### src/rtl/tdes_pkg.sv
// Shared types, DES permutation tables and helper functions
// for the 3DES round-subkey scheduler.
package tdes_pkg;

    typedef enum logic [1:0] {
        S_IDLE,
        S_PREP,
        S_ROUND,
        S_DONE
    } state_t;

    localparam int KEY_W  = 64;
    localparam int K1_LSB = 128;
    localparam int K2_LSB = 64;
    localparam int K3_LSB = 0;

    localparam int PC1_T [56] = '{
        57, 49, 41, 33, 25, 17,  9,
         1, 58, 50, 42, 34, 26, 18,
        10,  2, 59, 51, 43, 35, 27,
        19, 11,  3, 60, 52, 44, 36,
        63, 55, 47, 39, 31, 23, 15,
         7, 62, 54, 46, 38, 30, 22,
        14,  6, 61, 53, 45, 37, 29,
        21, 13,  5, 28, 20, 12,  4
    };

    localparam int PC2_T [48] = '{
        14, 17, 11, 24,  1,  5,
         3, 28, 15,  6, 21, 10,
        23, 19, 12,  4, 26,  8,
        16,  7, 27, 20, 13,  2,
        41, 52, 31, 37, 47, 55,
        30, 40, 51, 45, 33, 48,
        44, 49, 39, 56, 34, 53,
        46, 42, 50, 36, 29, 32
    };

    localparam int SHIFT_T [16] = '{
        1, 1, 2, 2, 2, 2, 2, 2, 1, 2, 2, 2, 2, 2, 2, 1
    };

    // Table entries are 1-based positions counted from the MSB.
    function automatic logic [55:0] pc1(input logic [63:0] k);
        logic [55:0] r;
        r = '0;
        for (int i = 0; i < 56; i++) begin
            r[6'(55 - i)] = k[6'(64 - PC1_T[i])];
        end
        return r;
    endfunction

    function automatic logic [47:0] pc2(input logic [55:0] cd);
        logic [47:0] r;
        r = '0;
        for (int i = 0; i < 48; i++) begin
            r[6'(47 - i)] = cd[6'(56 - PC2_T[i])];
        end
        return r;
    endfunction

    function automatic logic [27:0] rotl28(
        input logic [27:0] x,
        input logic        two
    );
        return two ? {x[25:0], x[27:26]} : {x[26:0], x[27]};
    endfunction

    function automatic logic [27:0] rotr28(
        input logic [27:0] x,
        input logic        two
    );
        return two ? {x[1:0], x[27:2]} : {x[0], x[27:1]};
    endfunction

endpackage

### src/rtl/des_cd_reg.sv
// Registered DES C/D key halves with load and bidirectional
// rotate; presents the PC2 selection of the current state.
module des_cd_reg
    import tdes_pkg::*;
(
    input  logic        clk,
    input  logic        rst,
    input  logic        i_load,
    input  logic [55:0] i_load_cd,
    input  logic        i_load_rotl,
    input  logic        i_rot,
    input  logic        i_rot_left,
    input  logic        i_rot_two,
    output logic [47:0] o_pc2
);

    logic [55:0] r_cd;
    logic [27:0] w_c;
    logic [27:0] w_d;

    assign w_c   = r_cd[55:28];
    assign w_d   = r_cd[27:0];
    assign o_pc2 = pc2(r_cd);

    always_ff @(posedge clk) begin
        if (rst) begin
            r_cd <= '0;
        end else if (i_load) begin
            if (i_load_rotl) begin
                r_cd <= {rotl28(i_load_cd[55:28], 1'b0),
                         rotl28(i_load_cd[27:0], 1'b0)};
            end else begin
                r_cd <= i_load_cd;
            end
        end else if (i_rot) begin
            if (i_rot_left) begin
                r_cd <= {rotl28(w_c, i_rot_two), rotl28(w_d, i_rot_two)};
            end else begin
                r_cd <= {rotr28(w_c, i_rot_two), rotr28(w_d, i_rot_two)};
            end
        end
    end

endmodule

### src/rtl/tdes_key_sched.sv
// 3DES EDE subkey streamer: emits 48 DES round subkeys over a
// valid/ready handshake with pass and round tags.
module tdes_key_sched
    import tdes_pkg::*;
#(
    parameter int NUM_PASSES = 3,
    parameter int ROUNDS     = 16
) (
    input  logic         clk,
    input  logic         rst,
    input  logic         load,
    input  logic [191:0] keys,
    input  logic         decrypt,
    input  logic         abort,
    input  logic         subkey_ready,
    output logic [47:0]  subkey,
    output logic         subkey_valid,
    output logic [3:0]   round_idx,
    output logic [1:0]   pass_idx,
    output logic         pass_decrypt,
    output logic         last_round,
    output logic         busy,
    output logic         done
);

    state_t       r_state;
    logic [191:0] r_keys;
    logic         r_dec;
    logic [1:0]   r_pass;
    logic [3:0]   r_round;

    logic         w_valid;
    logic         w_xfer;
    logic         w_last_rnd;
    logic         w_last_pass;
    logic         w_pass_dec;
    logic         w_rot;
    logic         w_two;
    logic [3:0]   w_sidx;
    logic [63:0]  w_pass_key;
    logic [47:0]  w_pc2;

    assign w_valid     = (r_state == S_ROUND);
    assign w_xfer      = w_valid && subkey_ready && !abort;
    assign w_last_rnd  = (r_round == 4'(ROUNDS - 1));
    assign w_last_pass = (r_pass == 2'(NUM_PASSES - 1));
    assign w_pass_dec  = r_dec ^ (r_pass == 2'd1);
    assign w_rot       = w_xfer && !w_last_rnd;

    // Decrypt passes walk the schedule backwards from C16/D16 == C0/D0.
    assign w_sidx = w_pass_dec ? 4'(4'd15 - r_round)
                               : 4'(r_round + 4'd1);
    assign w_two  = (SHIFT_T[w_sidx] == 2);

    always_comb begin
        w_pass_key = r_keys[K3_LSB +: KEY_W];
        if (r_pass == 2'd1) begin
            w_pass_key = r_keys[K2_LSB +: KEY_W];
        end else if ((r_pass == 2'd0) != r_dec) begin
            w_pass_key = r_keys[K1_LSB +: KEY_W];
        end
    end

    des_cd_reg u_cd (
        .clk         (clk),
        .rst         (rst),
        .i_load      (r_state == S_PREP),
        .i_load_cd   (pc1(w_pass_key)),
        .i_load_rotl (!w_pass_dec),
        .i_rot       (w_rot),
        .i_rot_left  (!w_pass_dec),
        .i_rot_two   (w_two),
        .o_pc2       (w_pc2)
    );

    always_ff @(posedge clk) begin
        if (rst) begin
            r_state <= S_IDLE;
            r_keys  <= '0;
            r_dec   <= 1'b0;
            r_pass  <= '0;
            r_round <= '0;
        end else if (abort && r_state != S_IDLE) begin
            r_state <= S_IDLE;
            r_pass  <= '0;
            r_round <= '0;
        end else begin
            unique case (r_state)
                S_IDLE: begin
                    if (load && !abort) begin
                        r_keys  <= keys;
                        r_dec   <= decrypt;
                        r_pass  <= '0;
                        r_round <= '0;
                        r_state <= S_PREP;
                    end
                end
                S_PREP: begin
                    r_round <= '0;
                    r_state <= S_ROUND;
                end
                S_ROUND: begin
                    if (w_xfer) begin
                        if (!w_last_rnd) begin
                            r_round <= r_round + 4'd1;
                        end else if (!w_last_pass) begin
                            r_pass  <= r_pass + 2'd1;
                            r_round <= '0;
                            r_state <= S_PREP;
                        end else begin
                            r_state <= S_DONE;
                        end
                    end
                end
                S_DONE: begin
                    r_pass  <= '0;
                    r_round <= '0;
                    r_state <= S_IDLE;
                end
                default: r_state <= S_IDLE;
            endcase
        end
    end

    assign subkey       = w_valid ? w_pc2 : '0;
    assign subkey_valid = w_valid;
    assign round_idx    = r_round;
    assign pass_idx     = r_pass;
    assign busy         = (r_state != S_IDLE);
    assign pass_decrypt = busy && w_pass_dec;
    assign last_round   = w_valid && w_last_rnd;
    assign done         = (r_state == S_DONE);

endmodule

### config.mk
export PLATFORM = sky130hd
export DESIGN_NAME = tdes_key_sched
export DESIGN_NICKNAME = d
export VERILOG_FILES = /design/src/rtl/tdes_pkg.sv /design/src/rtl/des_cd_reg.sv /design/src/rtl/tdes_key_sched.sv
export SDC_FILE = /design/constraint.sdc
export NUM_CORES = 1
export LEC_CHECK = 0
export ABC_CLOCK_PERIOD_IN_PS = 3900
export BUFFER_PORTS_ARGS = -buffer_cell sky130_fd_sc_hd__buf_2
export CAP_MARGIN = 10
export CORE_MARGIN = 1.5
export CORE_UTILIZATION = 30
export CTS_CLUSTER_SIZE = 12
export DETAILED_ROUTE_END_ITERATION = 10
export SLEW_MARGIN = 20
export SYNTH_ARGS = -nofsm -noshare
export SYNTH_HDL_FRONTEND = slang
export SYNTH_SLANG_ARGS = --single-unit
### constraint.sdc
create_clock -name clk -period 3.9 [get_ports clk]
set_clock_uncertainty 0.2 [all_clocks]
set_input_delay 0.195 -clock clk [delete_from_list [all_inputs] [get_ports clk]]
set_output_delay 0.195 -clock clk [all_outputs]
set_load 0.03 [all_outputs]
[Yosys cells after proc, flatten, opt, wreduce, memory -nomap -nowiden]
Memories as Yosys holds them, arrays and structs flattened.
Cells that the tools add are included.
Operators by class
  equal/unequal tests: 13
  mux-type cells: 29
  bitwise operators: 3
  $lt $le $gt $ge: 1
  reductions and logical operators: 20
  add/subtract/negate cells: 3
Operators by type and width (number)
  56-bit two-way mux: 3
  28-bit two-way mux: 4
  32-bit two-way mux: 3
  29-bit two-way mux: 2
  33-bit two-way mux: 1
  32-bit by 3-bit equality test with 1-bit output (second input constant): 1
  4-bit two-way mux: 5
  2-bit two-way mux: 8
  4-bit case mux with 3 select lines: 1
  3-bit AND reduction: 3
  2-bit case mux with 4 select lines: 1
  1-bit logical AND: 7
  2-bit equality test (second input constant): 3
  2-bit case mux with 3 select lines: 1
  5-bit >= comparator (second input constant): 1
  4-bit inverter with 5-bit output: 1
  5-bit AND reduction: 1
  4-bit by 1-bit adder with 4-bit output (second input constant): 1
  2-bit by 1-bit equality test with 1-bit output (second input constant): 2
  4-bit equality test (second input constant): 1
  2-bit zero test: 2
  2-bit by 1-bit inequality test with 1-bit output (second input constant): 2
  2-bit inequality test (second input constant): 2
  2-bit nonzero test: 2
  9 further kinds: 11
Word-level totals
  bits in read-only memories: 512
  memories kept: 1
  word-level logic and storage cells: 76
  register bits: 222
Memory list
  (name not given): words 16, bits a word 32, read ports 1, clocked after memory_dff 0, wr ports 0, line tdes_key_sched.sv:53  | assign w_two = (SHIFT_T[w_sidx] == 2);

[Logic depth before layout (Yosys ltp)]
Gate-level depths: netlist (run 1).
  word-level depth: 12
  mapped depth: 12
  gate-level depth less buffers: 8

[Hierarchy]
From an unflattened synthesis (run 1), not the netlist that was laid out.
Unflattened totals
  cell total of the unflattened synthesis: 896
  area total of the unflattened synthesis: 7290.7 um^2
Modules (own cells, without submodules)
  des_cd_reg: area an instance 4345.4 um^2, times used 1, sequential area each 1121.1 um^2, cells each 499
  tdes_key_sched: area an instance 2945.3 um^2, times used 1, sequential area each 1141.1 um^2, cells each 397

[Worst setup path after synthesis (run 1)]
No wires, ideal clock.
  kind: register to register
  start: register r_pass[1] (netlist: pass_idx[1])
  end: register u_cd.r_cd[40]
  cell stages (with the launch flop): 11
  required time: 3.578 ns
  setup slack: 0.751 ns
  arrival time: 2.827 ns
  path through: dfxtp_1 -> inv_1 -> ha_1 -> buf_4 -> xnor2_4 -> mux2i_1 -> nand3_1 -> o21ai_4 -> buf_2 -> mux2_2 -> a221o_1
On the way
  cells in the longest elaborated chain, start to end: 12
Ends and longest elaborated chain
  start, declared: line tdes_key_sched.sv:29  | logic [1:0] r_pass;
  start signal, assigned: line tdes_key_sched.sv:107  | r_pass <= r_pass + 2'd1;
  2-bit by 1-bit equality test with 1-bit output *: line tdes_key_sched.sv:47  | assign w_pass_dec = r_dec ^ (r_pass == 2'd1);
  1-bit bitwise XOR *: line tdes_key_sched.sv:47
  4-bit two-way mux: line tdes_key_sched.sv:51  | assign w_sidx = w_pass_dec ? 4'(4'd15 - r_round)
  4-bit inverter with 5-bit output (implied by the code): line tdes_key_sched.sv:53
  memory read 16 x 32 bit
  32-bit two-way mux (implied by the code) (2 in series): line tdes_key_sched.sv:53
  32-bit by 3-bit equality test with 1-bit output: line tdes_key_sched.sv:53
  28-bit two-way mux, on equally long branches: line tdes_pkg.sv:66, tdes_pkg.sv:73
  56-bit two-way mux *: line des_cd_reg.sv:36  | if (i_rot_left) begin
  56-bit two-way mux *: line des_cd_reg.sv:35  | end else if (i_rot) begin
  56-bit two-way mux *: line des_cd_reg.sv:28  | end else if (i_load) begin
  end signal, assigned: line des_cd_reg.sv:30  | r_cd <= {rotl28(i_load_cd[55:28], 1'b0),
  end signal, assigned: line des_cd_reg.sv:37  | r_cd <= {rotl28(w_c, i_rot_two), rotl28(w_d, i_rot_two)};
  end signal, assigned: line des_cd_reg.sv:39  | r_cd <= {rotr28(w_c, i_rot_two), rotr28(w_d, i_rot_two)};
  end, declared: line des_cd_reg.sv:17  | logic [55:0] r_cd;
Mark *: on every way between the ends. The rest lies on a longest branch, timed or not. The select of a mux whose other input is x is not followed.
A chain may end at the register's enable or synchronous reset.

[Worst setup path in the final report (run 1)]
  start: register r_pass[1] (netlist: pass_idx[1])
  end: register u_cd.r_cd[13]
The elaborated chain is that of the path after synthesis.

==> flow_metrics.tcl, run 1 <==
set metrics [dict create \
    insertion_delay_ns 0.43 \
    area_growth_pct 25.3 \
    setup_viol 0 \
    p_per_area_mw_per_mm2 442 \
    firstDrtPassIters 5 \
    routed_via_density 5.11 \
    num_vias 6554 \
    synth-async-reset-ratio_pct 0 \
    clk_path_buf_depth 2 \
    yosys.area.top_type "dfxtp_1" \
    startpoint_type "flop" \
    ios 257 \
    worstPathRequired_ns 4.01 \
    clkSinkCount 113 \
    routabilityCongestion 0.822 \
    synth-seq-cells 113 \
    synth_edf_count 0 \
    dieArea_mm2 0.0246 \
    drc 0 \
    synth_commonest_cells "183 x nand2_1, 113 x dfxtp_1, 72 x a21oi_1" \
    synth_area_mm2 0.00710 \
    worstPathArrival_ns 3.37 \
    dp_hpwl_mm 13.1 \
    ys_warn_count 0 \
    cts_buffers 17 \
    ir_worst_vdd_uv 327 \
    port_buffers 90 \
    avgSynthCellArea_um2 8.49 \
    met3_wirelength_mm 1.03 \
    wl_met2_mm 9.72 \
    synth_top_cell_area_share_pct 31.9 \
    grt_pass1_wl_mm 33.0 \
    synth_ff_type "dfxtp_1" \
    cts_tree "yes" \
    floorplan.die.height_um 157 \
    slew_headroom_pct 45.5 \
    synth_most_common_cell "nand2_1" \
    period_share_pct 83.5 \
    max_clock_freq_mhz 307 \
    slew_viol_final 0 \
    die_w_um 157 \
    dr.max_layer_used "met4" \
    wl_met1_mm 9.18 \
    outcome "completed" \
    clockRootBuffer "clkbuf_16" \
    grt_max_degree 60 \
    path_clk_slew_ns 0.06 \
    synthTopCellsByArea "dfxtp_1 32%, mux2i_1 9.9%, nand2_1 9.7%, mux2_2 6.0%, a21oi_1 5.1%" \
    grt_overflow_total 0 \
    cts_setup_buffers 0 \
    finalSetupTns_ns 0 \
    end_kind "flop" \
    worstHoldPathType "in -> reg" \
    min_path_cells 4 \
    drv_cap 0 \
    reg2regPathDepth 11 \
    grt_usage_pct 16.9 \
    path_class "reg -> reg" \
    rows 56 \
    max_slew.worst_pin.slew_ns 0.810 \
    drt_wl_total_mm 20.3 \
    holdBufCountCts 49 \
    syn-instance-count 836 \
    path_max_fanout 59 \
    rsz0062_at_grt "false" \
    fin_crit_ns 3.26 \
    core_area_mm2 0.0233 \
    antenna_found_initial 1 \
    synth.distinct_cells 67 \
    power.leakage_nw 3.64 \
    power_mw 3.93 \
    wire_per_inst_um 15.8 \
    grt_pass1_vias 6246 \
    ant_nets 0 \
    final-hold-violation-count 0 \
    ys_seq_area_share_pct 31.9 \
    cts.htree.levels 4 \
    drive_above_1_share_pct 22.2 \
    initial_utilization_pct 30.4 \
    dr.first_iter.drc_count 432 \
    n_fill_cell 2377 \
    ctsResizeCount 0 \
    fin_nets 1154 \
]
## cell type report
| cell class | count | area [um^2] | area share [%] |
|---|---|---|---|
| multi-input cells | 648 | 4380 | 49.2 |
| flip-flops and latches | 113 | 2260 | 25.4 |
| repair buffers | 163 | 1150 | 12.9 |
| clock buffers | 21 | 470 | 5.29 |
| well taps | 319 | 399 | 4.49 |
| clock inverters | 10 | 205 | 2.31 |
| inverters | 8 | 30.0 | 0.338 |
| diodes | 1 | 2.50 | 0.0281 |
## critical path, cell delays in order (launching register included)
cell	delay, ns
dfxtp_1	0.41
inv_1	0.08
ha_1	0.23
buf_4	0.22
xnor2_4	0.22
mux2i_1	0.23
buf_4	0.17
nand3_1	0.14
o21ai_4	0.18
buf_12	0.30
mux2_2	0.38
a221o_1	0.31
## cell families (layout without fill, tap and decap cells)
kind of cell | after synthesis | in the layout | share of synthesized area [%]
AND/OR/NAND/NOR | 282 | 282 | 17.6
AO/OA/AOI/OAI | 218 | 218 | 23.4
multiplexers | 118 | 118 | 17.6
flip-flops | 113 | 113 | 31.9
buffers and inverters | 96 | 202 | 7.77
adder cells (fa/ha/maj) | 5 | 5 | 0.881
XOR/XNOR | 3 | 3 | 0.846
other | 1 | 23 | 0.0528
## path summary, 6_finish.rpt
path	start	endpoint	slack [ns]
worst max register to register	pass_idx[1]	u_cd.r_cd[13]	0.64
worst min-delay path	abort	r_state[1]	0.01
worst max-delay path	pass_idx[1]	u_cd.r_cd[13]	0.64
worst min register to register	r_keys[84]	r_keys[84]	0.25
## power by group
part	switching [mW]	total (mW)	internal [mW]
combinational	0.503	0.829	0.326
clock	0.560	1.80	1.24
sequential	0.0794	1.30	1.22
## per-layer routing
| metal | global-route usage (%) | up-vias |
|---|---|---|
| met4 | 5.53 | 0 |
| met1 | 21.5 | 3150 |
| met2 | 28.0 | 156 |
| li1 | - | 3221 |
| met5 | 0 | - |
| met3 | 3.96 | 27 |
## state kept, by name, indices dropped and copies added (netlist names)
| signal | cells |
|---|---|
| r_dec | 1 |
| r_keys | 48 |
| u_cd.r_cd | 56 |
| round_idx | 4 |
| r_state | 2 |
| pass_idx | 2 |
## layout by cell type, fill, tap and decap left out, types with 7 or more instances in the layout
| master | count |
|---|---|
| a211oi_1 | 8 |
| a21oi_1 | 72 |
| a221o_1 | 34 |
| a221oi_2 | 9 |
| and2_1 | 31 |
| buf_2 | 90 |
| buf_4 | 22 |
| clkbuf_16 | 17 |
| conb_1 | 22 |
| dfxtp_1 | 113 |
| dlygate4sd3_1 | 49 |
| inv_1 | 7 |
| mux2_1 | 9 |
| mux2_2 | 38 |
| mux2i_1 | 70 |
| nand2_1 | 183 |
| nor2_1 | 19 |
| o21ai_0 | 24 |
| o221ai_1 | 10 |
| o22ai_1 | 7 |
## per-stage QoR
stage / worst slack (ns) / utilization [%] / hold WS (ns) / instances / instance area, um^2
final: 0.642 / 38.1 / 0.0129 / 1283 / 8890
after CTS: 0.632 / 38.1 / 0.00643 / 1282 / 8890
after global routing: 0.451 / 38.1 / 0.0406 / 1282 / 8890
after global placement: 0.670 / 33.1 / 0.236 / 1202 / 7720
after detailed placement: 0.668 / 33.1 / 0.241 / 1202 / 7720
after floorplan: 0.751 / - / 0.131 / 857 / 7180
(Power assumes the default switching activity.)
==> run 2, diff against run 1 <==
- ABC_AREA: default -> 1
- ABC_CLOCK_PERIOD_IN_PS: 3900 -> 3400
- clock period: 3.9 -> 3.4 ns (I/O delays scaled with it)
==> run 2 against run 1 <==
Worst setup slack improved by 0.12 ns. Synthesized area decreased by 6.5%. Routed wire length decreased by 2.6%. Critical endpoint is now u_cd.r_cd[39]. Clock-buffer cell count decreased by 1. Non-clock buffer count decreased by 1. Critical path depth increased by 1. Largest cell class unchanged. Final area decreased by 6.9%. Critical path type unchanged. Via count increased by 11%. Die area decreased by 6.3%. Flip-flop and latch count unchanged. Sequential share of layout area increased by 1.9 points. Synthesized cell count increased by 27%.
==> flow_metrics.tcl, run 2 <==
set metrics [dict create \
    worstPathRequired_ns 3.49 \
    worstHoldPathType "in -> reg" \
    rrSetupSlack_ns 0.76 \
    yosys.area.top_type "dfxtp_1" \
    fin_crit_ns 2.64 \
    p_per_area_mw_per_mm2 811 \
    wire_per_inst_um 13.5 \
    max_stage_delay_ns 0.68 \
    slew_viol_final 0 \
    avgSynthCellArea_um2 6.23 \
    finalSetupTns_ns 0 \
    holdBufCountCts 52 \
    drv_cap 0 \
    die_w_um 152 \
    end_kind "flop" \
    core_area_mm2 0.0218 \
    fin_util_pct 38.0 \
    path_cells "inv_1, ha_1, nand2_1, nand2_2, nand2_2, nand2_1, o21ai_1, nand3_1, nand2_1, nand2_1, nand3_1, a21oi_1" \
    dp_hpwl_mm 12.9 \
    startpoint_type "flop" \
    top_register "u_cd.r_cd" \
    antenna_found_initial 0 \
    slew_headroom_pct 44.0 \
    diodes 0 \
    max_slew.worst_pin.slew_ns 0.834 \
    ir_worst_vdd_uv 444 \
    rsz0062_at_grt "false" \
    port_buffers 90 \
    synth_commonest_cells "238 x nand3_1, 186 x nand2_1, 150 x nor2_1" \
    outcome "completed" \
    crit_slowest_cell "o21ai_1" \
    routed_via_density 4.98 \
    max_clock_freq_mhz 379 \
    grt_max_degree 69 \
    final-hold-violation-count 0 \
    worstPathArrival_ns 2.73 \
    grt_usage_pct 17.6 \
    ios 257 \
    drc 0 \
    synth-seq-cells 113 \
    clockRootBuffer "clkbuf_16" \
    period_share_pct 77.7 \
    firstDrtPassIters 5 \
    synth_edf_count 0 \
    stdcell_area_mm2 0.00828 \
    cts_setup_buffers 0 \
    synth.distinct_cells 28 \
    clk_path_buf_depth 2 \
    clkSinkCount 113 \
    num_vias 7277 \
    ys_seq_area_share_pct 34.1 \
    path_class "reg -> reg" \
    placed_area_mm2 0.00716 \
    fin_nets 1373 \
    cts_buffers 17 \
    synthTopCellsByArea "dfxtp_1 34%, nand3_1 18%, nand2_1 11%, nor2_1 8.5%, o21ai_0 6.3%" \
    power.leakage_nw 3.52 \
    dr.first_iter.drc_count 644 \
    grt_pass1_wl_mm 32.4 \
    cts.htree.levels 4 \
    synth-async-reset-ratio_pct 0 \
    synth_area_mm2 0.00664 \
    area_growth_pct 24.6 \
    path_max_fanout 11 \
    largest_reg_flops 56 \
    synth_ff_type "dfxtp_1" \
    grt_pass1_vias 6586 \
    ctsResizeCount 0 \
    routabilityCongestion 0.819 \
    ys_warn_count 0 \
    synth_most_common_cell "nand3_1" \
    synth_top_cell_area_share_pct 34.1 \
    grt_overflow_total 0 \
    cts_tree "yes" \
    floorplan.die.height_um 152 \
    syn-instance-count 1065 \
    ant_nets 0 \
    initial_utilization_pct 30.5 \
    dieArea_mm2 0.0230 \
    drt_wl_total_mm 19.7 \
    crit_top_cell "nand2_1" \
    final_common_cell "nand3_1" \
    drive_above_1_share_pct 12.9 \
    path_clk_slew_ns 0.05 \
    rows 54 \
    insertion_delay_ns 0.42 \
    layout_common_cells "238 x nand3_1, 185 x nand2_1, 150 x nor2_1" \
    setup_viol 0 \
]
run 2: cell count changes after synthesis, moves of 10 or more:
cell,before,now
and2_1,31,0
o21ai_0,24,84
inv_1,7,76
mux2_2,38,0
nor3_1,4,15
o221ai_1,10,0
a221o_1,34,0
nor2_1,22,150
mux2i_1,70,0
nand3_1,6,238
run 2: final timing paths:
check	from	endpoint	cells past startpoint
max	pass_idx[1]	u_cd.r_cd[39]	12
min	subkey_ready	r_state[0]	7
max reg2reg	pass_idx[1]	u_cd.r_cd[39]	12
min reg2reg	u_cd.r_cd[44]	u_cd.r_cd[44]	2
run 2: final cells by class:
cell class              count  area (um^2)
fillers                  2385        13500
repair buffers            162         1120
clock inverters            11          138
inverters                  81          304
well taps                 280          350
flip-flops and latches    113         2260
clock buffers              20          457
multi-input cells         795         3640
run 2: kinds of logic (layout without fill, tap and decap cells):
| group | count (synthesis) | count (layout) | share of synthesized area, % |
|---|---|---|---|
| other | 1 | 22 | 0.0565 |
| AND/OR/NAND/NOR | 599 | 599 | 39.3 |
| buffers and inverters | 178 | 274 | 12.3 |
| adder cells (fa/ha/maj) | 5 | 5 | 0.942 |
| flip-flops | 113 | 113 | 34.1 |
| AO/OA/AOI/OAI | 169 | 169 | 13.4 |
run 2: per-stage QoR:
| stage | hold WS [ns] | cells | total power, mW | setup slack [ns] |
|---|---|---|---|---|
| 5_1_grt | 0.184 | 1462 | 7.24 | 0.470 |
| 4_1_cts | 0.126 | 1462 | 6.72 | 0.441 |
| 2_1_floorplan | 0.137 | 1086 | 4.25 | 0.982 |
| 3_3_place_gp | 0.224 | 1379 | 4.83 | 0.503 |
| 3_5_place_dp | 0.225 | 1379 | 4.85 | 0.455 |
| 6_report | 0.135 | 1462 | 6.71 | 0.758 |
run 2: worst max-delay path, delay by kind of cell (launching register included):
family	cells	cell delay [ns]
fa+ha+maj	1	0.22
simple gates	8	0.91
buf+inv	1	0.08
flops	1	0.34
compound gates	2	0.74
run 2: per-layer routing:
metal | track usage [%] | wire (um)
met2 | 26.6 | 8810
met5 | 0 | 0
met4 | 7.26 | 452
met3 | 4.07 | 1310
met1 | 24.0 | 9150
run 2: report_power, final:
group	switching, mW	internal, mW
registers	0.176	1.54
logic	2.21	0.970
clock network	0.635	1.18
